`config.mk`:
```
export PLATFORM = sky130hd
export DESIGN_NAME = hazard_scoreboard
export DESIGN_NICKNAME = d
export VERILOG_FILES = /design/src/rtl/hazard_scoreboard.sv
export SDC_FILE = /design/constraint.sdc
export NUM_CORES = 1
export LEC_CHECK = 0
export CAP_MARGIN = 15
export CORE_MARGIN = 2
export CORE_UTILIZATION = 52
export DETAILED_ROUTE_END_ITERATION = 6
export PLACE_DENSITY = 0.81
export SETUP_SLACK_MARGIN = 0.4
export SLEW_MARGIN = 20
export SYNTH_ARGS = -nofsm -noshare
export SYNTH_HDL_FRONTEND = slang
export SYNTH_SLANG_ARGS = --single-unit
```
`constraint.sdc`:
```
create_clock -name i_clk -period 2.85 [get_ports i_clk]
set_clock_uncertainty 0.15 [all_clocks]
set_input_delay 0.4275 -clock i_clk [delete_from_list [all_inputs] [get_ports i_clk]]
set_output_delay 0.4275 -clock i_clk [all_outputs]
set_load 0.1 [all_outputs]
```
`src/rtl/hazard_scoreboard.sv`:
```
// ID-stage hazard scoreboard: tracks non-bypassable producers (long-latency results, load one
// stage ahead) and raises the ID stall/bubble so EX forwarding only ever sees forwardable data.
module hazard_scoreboard #(
   parameter int NUM_REGS        = 32,
   parameter int REG_ADDR_W      = 5,
   parameter int MAX_OUTSTANDING = 2
) (
   input  logic                  i_clk,
   input  logic                  i_rst,
   input  logic                  i_id_valid,
   input  logic [REG_ADDR_W-1:0] i_id_rs1,
   input  logic [REG_ADDR_W-1:0] i_id_rs2,
   input  logic                  i_id_uses_rs1,
   input  logic                  i_id_uses_rs2,
   input  logic [REG_ADDR_W-1:0] i_id_rd,
   input  logic                  i_id_reg_write,
   input  logic                  i_id_long,
   input  logic                  i_id_is_load,
   input  logic                  i_hold,
   input  logic                  i_flush,
   input  logic                  i_long_done,
   input  logic [REG_ADDR_W-1:0] i_long_rd,
   output logic                  o_stall_id,
   output logic [NUM_REGS-1:0]   o_pending,
   output logic [1:0]            o_outstanding,
   output logic                  o_err
);

   localparam logic [1:0] MAX_CNT = 2'(MAX_OUTSTANDING);

   logic                  ld_valid;
   logic [REG_ADDR_W-1:0] ld_rd;

   logic                  raw_long;
   logic                  load_use;
   logic                  waw;
   logic                  structural;
   logic                  issue;
   logic                  long_issue;
   logic                  set_en;
   logic                  done_bad;
   logic                  done_ok;
   logic                  load_capture;
   logic [NUM_REGS-1:0]   pending_nxt;

   assign raw_long   = (i_id_uses_rs1 && (i_id_rs1 != '0) && o_pending[i_id_rs1]) ||
                       (i_id_uses_rs2 && (i_id_rs2 != '0) && o_pending[i_id_rs2]);
   // Tracked rd is never x0, so a source of x0 can never match it.
   assign load_use   = ld_valid && ((i_id_uses_rs1 && (i_id_rs1 == ld_rd)) ||
                                    (i_id_uses_rs2 && (i_id_rs2 == ld_rd)));
   assign waw        = i_id_reg_write && (i_id_rd != '0) && o_pending[i_id_rd];
   assign structural = i_id_long && (o_outstanding == MAX_CNT);

   assign o_stall_id = i_id_valid && !i_flush && (raw_long || load_use || waw || structural);

   assign issue        = i_id_valid && !o_stall_id && !i_hold && !i_flush;
   assign long_issue   = issue && i_id_long;
   assign set_en       = long_issue && i_id_reg_write && (i_id_rd != '0);
   assign load_capture = issue && i_id_is_load && !i_id_long && (i_id_rd != '0);

   // A completion with no matching bookkeeping is a protocol error and changes no count.
   assign done_bad = i_long_done &&
                     (((i_long_rd != '0) && !o_pending[i_long_rd]) || (o_outstanding == 2'd0));
   assign done_ok  = i_long_done && !done_bad;

   always_comb begin
      // NOTE: default assignment first, so no path leaves pending_nxt unassigned (no latch).
      pending_nxt = o_pending;
      if (done_ok && (i_long_rd != '0)) pending_nxt[i_long_rd] = 1'b0;
      // Set is applied after clear so a same-index set/clear leaves the bit set.
      if (set_en) pending_nxt[i_id_rd] = 1'b1;
   end

   // NOTE: non-blocking assignments throughout, so every register samples pre-edge values.
   always_ff @(posedge i_clk or posedge i_rst) begin
      if (i_rst) begin
         o_pending     <= '0;
         o_outstanding <= 2'd0;
         o_err         <= 1'b0;
         ld_valid      <= 1'b0;
         ld_rd         <= '0;
      end else begin
         o_pending <= pending_nxt;

         if (long_issue && !done_ok)      o_outstanding <= o_outstanding + 2'd1;
         else if (!long_issue && done_ok) o_outstanding <= o_outstanding - 2'd1;

         if (done_bad) o_err <= 1'b1;

         if (i_flush) begin
            ld_valid <= 1'b0;
         end else if (load_capture) begin
            ld_valid <= 1'b1;
            ld_rd    <= i_id_rd;
         end else if (!i_hold) begin
            ld_valid <= 1'b0;
         end
      end
   end

endmodule

```
==> results.sh <==
export IMPL_maxCapViolations=0
export IMPL_i_o_pin_count=67
export IMPL_worstPathBufferInverterCount=3
export IMPL_synth_area_per_inst_um2=10.7
export IMPL_gr_usage_all_layers_pct=37.7
export IMPL_critical_path_top_delay_family="buffers and inverters"
export IMPL_worstReg2RegStart="o_pending[11]"
export IMPL_synth_cell_types=47
export IMPL_clock_tree_buffer_depth=2
export IMPL_worst_case_vdd_ir_drop_v=0.000356
export IMPL_dr_total_vias=3509
export IMPL_synth_top_cells_by_area="sky130_fd_sc_hd__dfrtp_1, sky130_fd_sc_hd__mux4_2, sky130_fd_sc_hd__o21ai_0"
export IMPL_drt_vias_per_instance=6.92
export IMPL_setup_viol=6
export IMPL_layout_area_seq_mm2=0.00109
export IMPL_postRouteAntennaNets=0
export IMPL_critPathCaptureType="output port"
export IMPL_synthMostInstantiatedCell="sky130_fd_sc_hd__o21ai_0"
export IMPL_synth_seq_area_share_pct=32.1
export IMPL_crit_path_max_fanout=2
export IMPL_crit_chain="clkdlybuf4s50_1, xnor2_1, nand4_1, o32ai_2, a32oi_1, and4b_1, buf_6, nor3b_4, buf_12"
export IMPL_crit_arrival_ps=2460
export IMPL_layout_min_cycle_time_ps=3040
export IMPL_synth_yosys_warnings=0
export IMPL_yosys_area_top_type="sky130_fd_sc_hd__dfrtp_1"
export IMPL_drive_above_1_share_pct=57.9
export IMPL_antenna_diode_count=0
export IMPL_post_cts_hold_buffer_count=0
export IMPL_die_height_um=82.5
export IMPL_clk_pin_slew_ps=80
export IMPL_critical_path_startpoint="i_id_rs2[4]"
export IMPL_clock_sinks=41
export IMPL_grt_max_degree=42
export IMPL_clk_root_buffer_cell="sky130_fd_sc_hd__clkbuf_8"
export IMPL_multiInputGateArea_mm2=0.00242
export IMPL_wl_um=12900
export IMPL_buffer_ports_inserted=66
export IMPL_fin_total_pwr_uw=2090
export IMPL_cp_required_ps=2270
export IMPL_antenna_violations_before_repair=0
export IMPL_worstSetupPathType="input pin to output port"
export IMPL_synthesized_netlist_cell_count=300
export IMPL_clkLatencyLatePin_ps=310
export IMPL_async_sr_flop_fraction_pct=100
export IMPL_grt_pass1_vias=3450
export IMPL_critical_path_startpoint_type="input pin"
export IMPL_wire_length_of_the_first_global_routing_pass_um=18500
export IMPL_synth_nets=332
export IMPL_fin_ws_ps=-187
export IMPL_synth_commonest_cells="sky130_fd_sc_hd__o21ai_0, sky130_fd_sc_hd__dfrtp_1, sky130_fd_sc_hd__mux2i_1"
export IMPL_fin_cells=507
export IMPL_dr_first_iter_drc_count=506
export IMPL_power_per_cell_area_mw_per_mm2=416
export IMPL_initial_utilization_pct=54.1
export IMPL_status="finished, violations left"
export IMPL_critical_path_cell_count=9
export IMPL_timing_max_transition_violations_final=0
export IMPL_gp_routability_congestion=0.934
export IMPL_cts_tree="built"
export IMPL_hpwlAfterDp_um=8040
export IMPL_cts_htree_levels=2
export IMPL_numCtsBuffers=5
export IMPL_core_region_area_mm2=0.00592
export IMPL_drt_pass1_iterations=5
export IMPL_min_delay_path_class="flop to flop"
export IMPL_ff2ff_path_depth=12
export IMPL_slowest_stage="sky130_fd_sc_hd__clkdlybuf4s50_1"
export IMPL_dieArea_mm2=0.00680
export IMPL_finalHoldViolations=0
export IMPL_place_detailed_instances=477
export IMPL_synth_enable_flop_cells=0
export IMPL_fmax_ghz=0.329
export IMPL_most_used_flip_flop_cell_after_synthesis="sky130_fd_sc_hd__dfrtp_1"
export IMPL_rsz0062_at_grt="yes"
export IMPL_floorplan_die_width_um=82.5
export IMPL_drc=0
export IMPL_final_min_period_over_clock_period_pct=107
export IMPL_hold_depth=0
export IMPL_worstMarginPinSlew_ps=645
export IMPL_floorplan_rows=28
export IMPL_layout_nets=463
export IMPL_fillCellCount=304
export IMPL_post_synth_top_area_fraction_pct=32.1
export IMPL_grt_overflow_total=0
export IMPL_dp_worst_setup_slack_ps=-440
export IMPL_yosys_register_bits=41
export IMPL_wl_per_cell_um=25.4
export IMPL_max_stage_delay_ps=510
export IMPL_synthesis_area_mm2=0.00320
export IMPL_violations="setup timing"
export IMPL_timing_hold_ws_ps=287
export IMPL_slew_headroom_pct=56.7
export IMPL_lkg_pwr_uw=0.00220
export IMPL_area_growth_syn_to_layout_pct=57.2
export IMPL_worst_hold_startpoint="o_pending[0]"
-- worst paths after layout --
path / endpoint / slack (ps)
worst min-delay path: o_pending[0] / 290
worst max-delay path: o_stall_id / -190
min in group asynchronous: o_pending[7] / 390
worst min register to register: o_pending[0] / 290
max in group asynchronous: o_pending[10] / 1710
worst max register to register: o_outstanding[1] / -60
-- cells by family after synthesis --
kind of cell    after synthesis  share of synthesized area (%)
compound gates               82                           18.5
simple gates                 80                           15.1
fa+ha+maj                     1                          0.391
xor+xnor                     13                           3.56
flops                        41                           32.1
mux                          54                           25.8
buf+inv                      29                           4.57
-- power by group --
group | leakage [µW] | switching, µW | internal, µW
clock | 0.0000552 | 216 | 260
combinational | 0.00165 | 523 | 352
sequential | 0.000498 | 101 | 640
total | 0.00220 | 840 | 1250
-- sequential cells by signal (all words and copies together), names as in the netlist --
signal,cells
ld_valid,1
o_pending,32
ld_rd,5
o_err,1
o_outstanding,2
-- metrics by stage --
step	cell area (µm²)	setup TNS, ps	util, %
floorplan	3360	-227	-
finish	5030	-271	85.0
global route	5030	-1100	85.0
detailed placement	4360	-12090	73.6
global placement	4360	-11070	73.6
CTS	4890	-89.3	82.6
-- cell usage in the layout (no fill, tap or decap), types with 3 or more instances in the layout --
cell                              count
sky130_fd_sc_hd__dfrtp_4             11
sky130_fd_sc_hd__nand4_1              5
sky130_fd_sc_hd__nand3b_1             6
sky130_fd_sc_hd__o21ai_1              9
sky130_fd_sc_hd__buf_4               94
sky130_fd_sc_hd__nor2b_1              9
sky130_fd_sc_hd__mux2_2               4
sky130_fd_sc_hd__o41ai_2              6
sky130_fd_sc_hd__buf_6               15
sky130_fd_sc_hd__nand2_1             12
sky130_fd_sc_hd__dfrtp_1              9
sky130_fd_sc_hd__mux4_2              22
sky130_fd_sc_hd__mux2_4               4
sky130_fd_sc_hd__o21ai_0             24
sky130_fd_sc_hd__mux2i_1             19
sky130_fd_sc_hd__nand3_1             10
sky130_fd_sc_hd__clkbuf_8             5
sky130_fd_sc_hd__o21ai_2             16
sky130_fd_sc_hd__nand2b_1             3
sky130_fd_sc_hd__inv_1                7
sky130_fd_sc_hd__nor2_1               6
sky130_fd_sc_hd__nor3b_1              4
sky130_fd_sc_hd__or3_1                4
sky130_fd_sc_hd__dlygate4sd2_1        5
sky130_fd_sc_hd__mux2i_2              4
sky130_fd_sc_hd__dfrtp_2             21
sky130_fd_sc_hd__nor4_2               4
sky130_fd_sc_hd__clkdlybuf4s15_1      3
sky130_fd_sc_hd__buf_12               5
sky130_fd_sc_hd__xnor2_1              9
sky130_fd_sc_hd__clkdlybuf4s50_1     17
sky130_fd_sc_hd__o41ai_4             10
-- routing by layer --
metal	vias up	part of all wire, %	global-route usage (%)
met1	1708	37	48.0
met3	62	11	8.59
met4	0	3.9	15.3
met2	297	48	61.9
li1	1442	-	-
met5	-	0	0
-- cell type report --
| type | count | share of cell area [%] |
|---|---|---|
| sequential | 41 | 21.7 |
| clock buffer | 6 | 1.44 |
| multi-input combinational | 230 | 48.1 |
| tap | 75 | 1.86 |
| inverter | 8 | 0.597 |
| timing repair buffer | 145 | 25.5 |
| clock inverter | 2 | 0.696 |
-- what timing repair did --
action	in CTS	in global routing
pin swaps	11	11
setup endpoints to repair	41	41
gates cloned	1	0
setup buffers	16	5
gates resized for setup	68	38
No activity file was read; power rests on OpenSTA's default activity.
